==> src/rtl/mem_bus_arbiter.sv <==
// -----------------------------------------------------------------------------
// mem_bus_arbiter
//
// Shares one external memory port between two bus masters (master 0: core
// fetch/load/store, master 1: DMA/debug). The granted command is registered
// onto the memory port and held until the memory answers with mem_ready. Read
// data and a one-cycle ready pulse then go back to the owning master. When
// both masters request together, the one that did not win last time goes
// first.
//
// Optional feature macro: MEM_ARB_TIMEOUT_EN
//   Defined    : an access that sees no mem_ready for TIMEOUT_CYCLES busy cycles
//                is aborted and reported with mN_err=1, mN_rdata=32'hFFFFFFFF.
//   Undefined  : no counter, a busy access waits indefinitely, mN_err stays 0.
//
// Ports
//   clk, reset           clock; synchronous active-low reset
//   mN_addr/wdata/width  master N command (N = 0, 1)
//   mN_read_en/write_en  master N request strobes (both set means write)
//   mN_ready/rdata/err   master N completion pulse, read data, abort flag
//   mem_addr/dout/width  registered memory command
//   mem_read_en/write_en registered memory strobes
//   mem_din, mem_ready   memory read data and access-complete handshake
// -----------------------------------------------------------------------------
module mem_bus_arbiter #(
    parameter int TIMEOUT_CYCLES = 255,
    parameter int TIMEOUT_W      = 8
) (
    input  logic        clk,
    input  logic        reset,
    input  logic [31:0] m0_addr,
    input  logic [31:0] m0_wdata,
    input  logic        m0_read_en,
    input  logic        m0_write_en,
    input  logic [1:0]  m0_width,
    output logic        m0_ready,
    output logic [31:0] m0_rdata,
    output logic        m0_err,
    input  logic [31:0] m1_addr,
    input  logic [31:0] m1_wdata,
    input  logic        m1_read_en,
    input  logic        m1_write_en,
    input  logic [1:0]  m1_width,
    output logic        m1_ready,
    output logic [31:0] m1_rdata,
    output logic        m1_err,
    output logic [31:0] mem_addr,
    output logic [31:0] mem_dout,
    output logic        mem_read_en,
    output logic        mem_write_en,
    output logic [1:0]  mem_width,
    input  logic [31:0] mem_din,
    input  logic        mem_ready
);

    typedef enum logic [1:0] {
        IDLE  = 2'd0,
        BUSY0 = 2'd1,
        BUSY1 = 2'd2
    } state_t;

    // Reject a timeout limit that the counter cannot represent.
    if (TIMEOUT_CYCLES < 1 || TIMEOUT_CYCLES >= (1 << TIMEOUT_W)) begin : g_bad_timeout
        $error("mem_bus_arbiter: TIMEOUT_CYCLES must fit in TIMEOUT_W bits");
    end

    state_t      state, state_next;
    logic        last_grant, last_grant_next;
    logic [31:0] mem_addr_next, mem_dout_next;
    logic        mem_read_en_next, mem_write_en_next;
    logic [1:0]  mem_width_next;
    logic        m0_ready_next, m1_ready_next, m0_err_next, m1_err_next;
    logic [31:0] m0_rdata_next, m1_rdata_next;

    logic        req0, req1, pick1;
    logic        sel_read, sel_write;
    logic        done, rsp_err;
    logic [31:0] rsp_data;

`ifdef MEM_ARB_TIMEOUT_EN
    localparam logic [TIMEOUT_W-1:0] TIMEOUT_LIMIT = TIMEOUT_W'(TIMEOUT_CYCLES);
    logic [TIMEOUT_W-1:0] busy_cnt, busy_cnt_next, busy_cnt_inc;
    assign busy_cnt_inc = busy_cnt + 1'b1;
`endif

    assign req0 = m0_read_en | m0_write_en;
    assign req1 = m1_read_en | m1_write_en;

    // Master 1 wins when it is alone, or on a tie when master 0 had the last grant.
    assign pick1     = req1 & (~req0 | ~last_grant);
    assign sel_read  = pick1 ? m1_read_en  : m0_read_en;
    assign sel_write = pick1 ? m1_write_en : m0_write_en;

    always_comb begin
        // NOTE: every signal driven here gets a default first; a path that
        // skipped one would infer a latch.
        state_next        = state;
        last_grant_next   = last_grant;
        mem_addr_next     = mem_addr;
        mem_dout_next     = mem_dout;
        mem_width_next    = mem_width;
        mem_read_en_next  = mem_read_en;
        mem_write_en_next = mem_write_en;
        m0_ready_next     = 1'b0;
        m1_ready_next     = 1'b0;
        m0_err_next       = 1'b0;
        m1_err_next       = 1'b0;
        m0_rdata_next     = m0_rdata;
        m1_rdata_next     = m1_rdata;
        done              = 1'b0;
        rsp_data          = '0;
        rsp_err           = 1'b0;
`ifdef MEM_ARB_TIMEOUT_EN
        busy_cnt_next     = busy_cnt;
`endif

        case (state)
            IDLE: begin
                // mem_ready is deliberately ignored while idle.
                if (req0 | req1) begin
                    state_next        = pick1 ? BUSY1 : BUSY0;
                    last_grant_next   = pick1;
                    mem_addr_next     = pick1 ? m1_addr  : m0_addr;
                    mem_dout_next     = pick1 ? m1_wdata : m0_wdata;
                    mem_width_next    = pick1 ? m1_width : m0_width;
                    // Both enables set means a write.
                    mem_write_en_next = sel_write;
                    mem_read_en_next  = sel_read & ~sel_write;
`ifdef MEM_ARB_TIMEOUT_EN
                    busy_cnt_next     = '0;
`endif
                end
            end

            BUSY0, BUSY1: begin
                // A mem_ready in the same cycle as the timeout limit completes normally.
                if (mem_ready) begin
                    done     = 1'b1;
                    rsp_data = mem_write_en ? '0 : mem_din;
                end
`ifdef MEM_ARB_TIMEOUT_EN
                else if (busy_cnt_inc == TIMEOUT_LIMIT) begin
                    done     = 1'b1;
                    rsp_data = '1;
                    rsp_err  = 1'b1;
                end else begin
                    busy_cnt_next = busy_cnt_inc;
                end
`endif
                if (done) begin
                    state_next        = IDLE;
                    mem_read_en_next  = 1'b0;
                    mem_write_en_next = 1'b0;
                    if (state == BUSY1) begin
                        m1_ready_next = 1'b1;
                        m1_rdata_next = rsp_data;
                        m1_err_next   = rsp_err;
                    end else begin
                        m0_ready_next = 1'b1;
                        m0_rdata_next = rsp_data;
                        m0_err_next   = rsp_err;
                    end
                end
            end

            default: state_next = IDLE;
        endcase
    end

    // NOTE: non-blocking assignments so every register samples pre-edge values.
    // The reset clears every output register (including the read-data holding
    // registers) and drops any access in flight without a ready pulse.
    always_ff @(posedge clk) begin
        if (!reset) begin
            state        <= IDLE;
            last_grant   <= 1'b1;
            mem_addr     <= '0;
            mem_dout     <= '0;
            mem_width    <= '0;
            mem_read_en  <= 1'b0;
            mem_write_en <= 1'b0;
            m0_ready     <= 1'b0;
            m1_ready     <= 1'b0;
            m0_err       <= 1'b0;
            m1_err       <= 1'b0;
            m0_rdata     <= '0;
            m1_rdata     <= '0;
`ifdef MEM_ARB_TIMEOUT_EN
            busy_cnt     <= '0;
`endif
        end else begin
            state        <= state_next;
            last_grant   <= last_grant_next;
            mem_addr     <= mem_addr_next;
            mem_dout     <= mem_dout_next;
            mem_width    <= mem_width_next;
            mem_read_en  <= mem_read_en_next;
            mem_write_en <= mem_write_en_next;
            m0_ready     <= m0_ready_next;
            m1_ready     <= m1_ready_next;
            m0_err       <= m0_err_next;
            m1_err       <= m1_err_next;
            m0_rdata     <= m0_rdata_next;
            m1_rdata     <= m1_rdata_next;
`ifdef MEM_ARB_TIMEOUT_EN
            busy_cnt     <= busy_cnt_next;
`endif
        end
    end

endmodule

==> config.mk <==
export PLATFORM = sky130hd
export DESIGN_NAME = mem_bus_arbiter
export DESIGN_NICKNAME = d
export VERILOG_FILES = /design/src/rtl/mem_bus_arbiter.sv
export SDC_FILE = /design/constraint.sdc
export NUM_CORES = 1
export LEC_CHECK = 0
export BUFFER_PORTS_ARGS = -buffer_cell sky130_fd_sc_hd__buf_2
export CORE_AREA = 2 2 119 121
export DETAILED_ROUTE_END_ITERATION = 7
export DIE_AREA = 0 0 121 123
export GPL_TIMING_DRIVEN = 0
export PLACE_DENSITY = 0.84
export SYNTH_ARGS = -nofsm -noshare
export SYNTH_HDL_FRONTEND = slang
export SYNTH_SLANG_ARGS = --single-unit
==> constraint.sdc <==
create_clock -name clk -period 1.7 [get_ports clk]
set_clock_uncertainty 0.2 [all_clocks]
set_input_delay 0.255 -clock clk [delete_from_list [all_inputs] [get_ports clk]]
set_output_delay 0.255 -clock clk [all_outputs]
set_load 0.01 [all_outputs]
### Yosys cells after proc, flatten, opt, wreduce, memory -nomap -nowiden

Index checks and enable logic that the tools add are counted.

* bits in registers: 137
* bits in latches: 0
* RAM bits: 0
* memory bits (read-only): 0
* input bits: 171
* logic and storage cells: 54
* memories: 0

* $add $sub $neg: 0
* multiply operators: 0
* div/mod/pow operators: 0
* $lt $le $gt $ge: 0
* equal/unequal tests: 4
* shift operators: 0
* mux-type cells: 20
* bitwise logic cells: 10
* reduce and logical (&&, ||, !) cells: 9

Operators by type and width (number)
* $mux W32: 4
* $reduce_and A3 Y1: 4
* $mux W1: 9
* $mux W2: 4
* $ne A2 B2 Y1 const B: 2
* $not A1 Y1: 4
* $or A1 B1 Y1: 4
* $pmux W1 S2: 2
* $pmux W2 S2: 1
* $reduce_and A2 Y1: 2
* $and A1 B1 Y1: 2
* $eq A2 B1 Y1 const B: 1
* $eq A2 B2 Y1 const B: 1
* $logic_not A2 Y1: 1
* $reduce_bool A2 Y1: 1
* $reduce_or A2 Y1: 1

### Depth between registers and ports, before layout

* depth after elaboration: 9
* gate-level depth with buffers: 8
* depth with buffers taken out: 6

### Worst setup path before layout

Ideal clock, no wire load.

* path kind: reg-to-reg
* from: reg state[0]
* to: reg mem_addr[12]
* setup time: 0.122 ns
* data arrival time: 1.435 ns
* slack: -0.057 ns
* stages on the path, launching flop included: 9
* buffers on the path: 2
* period minus slack after synthesis: 1.757 ns
* cells stage by stage: dfxtp_1 > inv_1 > ha_1 > nand2_1 > nor3_2 > buf_6 > buf_2 > and2_1 > a221o_1

* cells in the longest elaborated chain, start to end: 2

Ends and longest elaborated chain
* start, declared: RTL line 67 `state_t state, state_next;`
* start signal, assigned: RTL line 192 `state <= state_next;`
* $logic_not A2 Y1: RTL line 117 `case (state)`
* $reduce_and A2 Y1 (no line)
* end signal, assigned: RTL line 194 `mem_addr <= mem_addr_next;`
* end, declared: RTL line 47 `output logic [31:0] mem_addr,`

Every way passes these cells.
A chain may end at the register's enable or synchronous reset.

### Final worst setup path

* from: reg state[1]
* to: reg mem_addr[19]

Same word-level chain as after synthesis.

==> out/qor.csv <==
stage,metric,value,unit
global_routing,GR Util met1,29.54,%
setup_path,critical path class,flip-flop to flip-flop,
cells_and_area,layout cell share with drive strength beyond 1,43.77,%
outcome,status,"finished, violations left",
detailed_routing,Routed wire per std cell,19.30,um
floorplanning,boundary pin count,307,
timing,crit share post-route,105.6,%
clocking,clock sinks,137,
synthesis,synth unique cells,35,
detailed_routing,Routed Antenna Nets,0,
global_routing,grt ovf,0,
detailed_routing,WL final,23.22,mm
synthesis,register bit total from synthesis,137,
clocking,"CTS clk-pin slew, worst paths",0.07,ns
clocking,Num CTS Buffers,17,
timing,Max Slew Vio Count,0,
synthesis,cell taking the most area after synthesis,dfxtp_1,
global_routing,largest net degree at the start of global routing,17,
timing,"Min Clock Period, post-route",1.795,ns
run,Max-Cap Viols,0,
global_routing,GRT Util Overall,28.75,%
setup_path,crit-path max FO,10,
timing,RSZ-0062 raised after global routing,yes,
setup_path,Setup crit end kind,flip-flop,
clocking,H-tree levels,4,
cells_and_area,post-route cell area,9714,um^2
placement,Post-Place Cell Area,6989,um^2
floorplanning,core area,13610,um^2
placement,Placer Congestion,0.7916,
synthesis,Yosys top cell area share,52.50,%
floorplanning,num rows,43,
cells_and_area,Finished Layout Cells,1203,
clocking,Clock Latency Late Sink,0.42,ns
placement,pre-CTS setup slack,-0.2761,ns
global_routing,M2 GR Usage,49.86,%
floorplanning,Starting Density,38.38,%
global_routing,Most Crowded Layer GR,met2,
detailed_routing,first-pass detailed-route iteration total,4,
cells_and_area,# fillers,902,
synthesis,synthesized area,5224,um^2
timing,Final Hold Violating Endpoints,0,
global_routing,vias in the first global route,6544,
synthesis,sequential share of the synthesized area,52.50,%
detailed_routing,detailed-route vias per instance,5.297,
floorplanning,Die Wd,121,um
clocking,CTS tree,done,
min_path,hold crit path type,primary input to flip-flop,
global_routing,GR Layer Usage met3,8.210,%
synthesis,Mapped Cells,500,
power,Power Dens Cells,1133,nW/um^2
cells_and_area,post-layout util,71.37,%
setup_path,arrival time worst endpoint,1.89,ns
timing,# setup viols final,52,
detailed_routing,Post-route DRC,0,
timing,post-route setup slack,-0.09521,ns
setup_path,crit path launch type,flip-flop,
floorplanning,Die ar.,14880,um^2
clocking,clock root cell,clkbuf_16,
power,VDD IR max,0.0006876,V
placement,Placed Cells,985,
setup_path,Reg2Reg Setup Slack,-0.1,ns
synthesis,Area contributors post-synth,"dfxtp_1 53%, a221o_1 13%, and2_1 8.0%",
setup_path,Worst EP required,1.79,ns
global_routing,first-pass GRT wire length,32.94,mm
global_routing,antenna violations before repair,2,
floorplanning,Die Y,123,um
synthesis,Synth Warn #,0,
power,Leakage,4.624,nW
timing,fmax,557.0,MHz
detailed_routing,routed vias,6372,
placement,Post-DP HPWL,12.90,mm
outcome,failing checks,setup timing,
placement,number of port buffers,304,
synthesis,"Avg Cell Area, Syn",10.45,um^2
clocking,clock buffer depth,2,
detailed_routing,DR iter-0 viols,411,
cells_and_area,P&R area growth vs syn,85.96,%
cells_and_area,Final nets,1179,
## state kept, by name, summed over array words and instances, names as in the netlist
| register | count |
|---|---|
| m0_rdata | 32 |
| mem_width | 2 |
| mem_write_en | 1 |
| mem_dout | 32 |
| m1_rdata | 32 |
| state | 2 |
| m0_ready | 1 |
| mem_read_en | 1 |
| m1_ready | 1 |
| last_grant | 1 |
| mem_addr | 32 |
## timing repair
action,in CTS,in global routing
endpoints found under the setup margin,118,123
buffers inserted,7,5
endpoints found under the hold margin,126,1
cloned,3,6
pin swaps,13,59
hold buffers,164,1
resized for setup,61,86
## power by group
part	total [mW]	internal (mW)	switching [mW]
Combinational	3.20	1.65	1.55
Sequential	4.01	3.70	0.313
Clock	3.79	2.32	1.48
## through the flow
stage,setup TNS (ns),total power [mW],hold slack [ns]
after global placement,-17.81,6.288,0.2450
after global routing,-7.267,11.39,0.01268
final,-2.360,11.01,0.02400
after floorplan,0,5.311,0.1876
after detailed placement,-19.69,6.345,0.2510
after CTS,-1.619,10.59,0.002576
## layout make-up
type	instances	area, um^2	area share (%)
plain buffers	44	376.6	3.877
flip-flops and latches	137	2746	28.27
clock inverters	14	171.4	1.765
well taps	180	225.2	2.318
inverters	6	22.52	0.2318
clock buffers	18	429.2	4.418
repair buffers	488	3398	34.98
diodes	4	10.01	0.1030
multi-input cells	312	2335	24.03
## worst paths after layout
path / start / depth (start not counted) / endpoint
worst max-delay path: state[1] / 7 / mem_addr[19]
worst max register to register: state[1] / 7 / mem_addr[19]
worst min-delay path: mem_ready / 3 / state[0]
worst min register to register: m0_rdata[3] / 2 / m0_rdata[3]
## critical path, cell delays in order (launching register included)
cell	delay [ns]
dfxtp_2	0.32
inv_2	0.06
ha_4	0.16
inv_2	0.04
o21a_4	0.22
buf_12	0.15
buf_8	0.14
a221o_1	0.36
## cell usage in the layout, fill, tap and decap left out, types with 5 or more instances in the layout
master,n
a21boi_0,5
a21boi_1,28
a21oi_1,7
a221o_1,66
a22o_1,27
and2_1,29
and2_4,39
buf_2,311
buf_4,17
buf_6,21
clkbuf_1,6
clkbuf_16,20
dfxtp_1,134
dlygate4sd3_1,165
nand2_1,38
nand3_1,32
nor2b_1,6
## routing by layer
layer / vias up / share of wire, %
met4: 0 / 7.2
met5: - / 0
met1: 2968 / 35
li1: 2854 / -
met2: 429 / 49
met3: 121 / 8.4
## Yosys cell counts
cell type,n
buf_1,1
nor2b_1,7
nor3_1,1
and3b_1,1
a21oi_1,7
a31oi_1,1
o2bb2ai_1,1
and2_0,1
o21a_1,3
clkbuf_2,1
nand2_1,39
inv_1,6
o311ai_0,1
nand3b_1,1
nor3_2,2
nor4_2,1
a221o_1,66
a22o_1,27
buf_6,9
a21boi_0,33
nor2_1,4
nand3_1,32
nand2b_1,1
dfxtp_1,137
clkbuf_1,15
nor3b_1,5
and3_1,1
o22ai_1,3
conb_1,1
ha_1,2
o21ai_0,2
and2_1,67
buf_2,17
buf_4,3
or3_1,1
## kinds of logic (layout without fill, tap and decap cells)
kind of cell / count (synthesis) / count (layout) / share of synthesized area (%)
other: 1 / 6 / 0.07179
buffers and inverters: 52 / 570 / 5.676
DFF: 137 / 137 / 52.50
AOI/OAI and AO/OA: 144 / 144 / 24.02
and+or+nand+nor: 164 / 164 / 17.25
adders and majority gates: 2 / 2 / 0.4790
(Power assumes the default switching activity.)
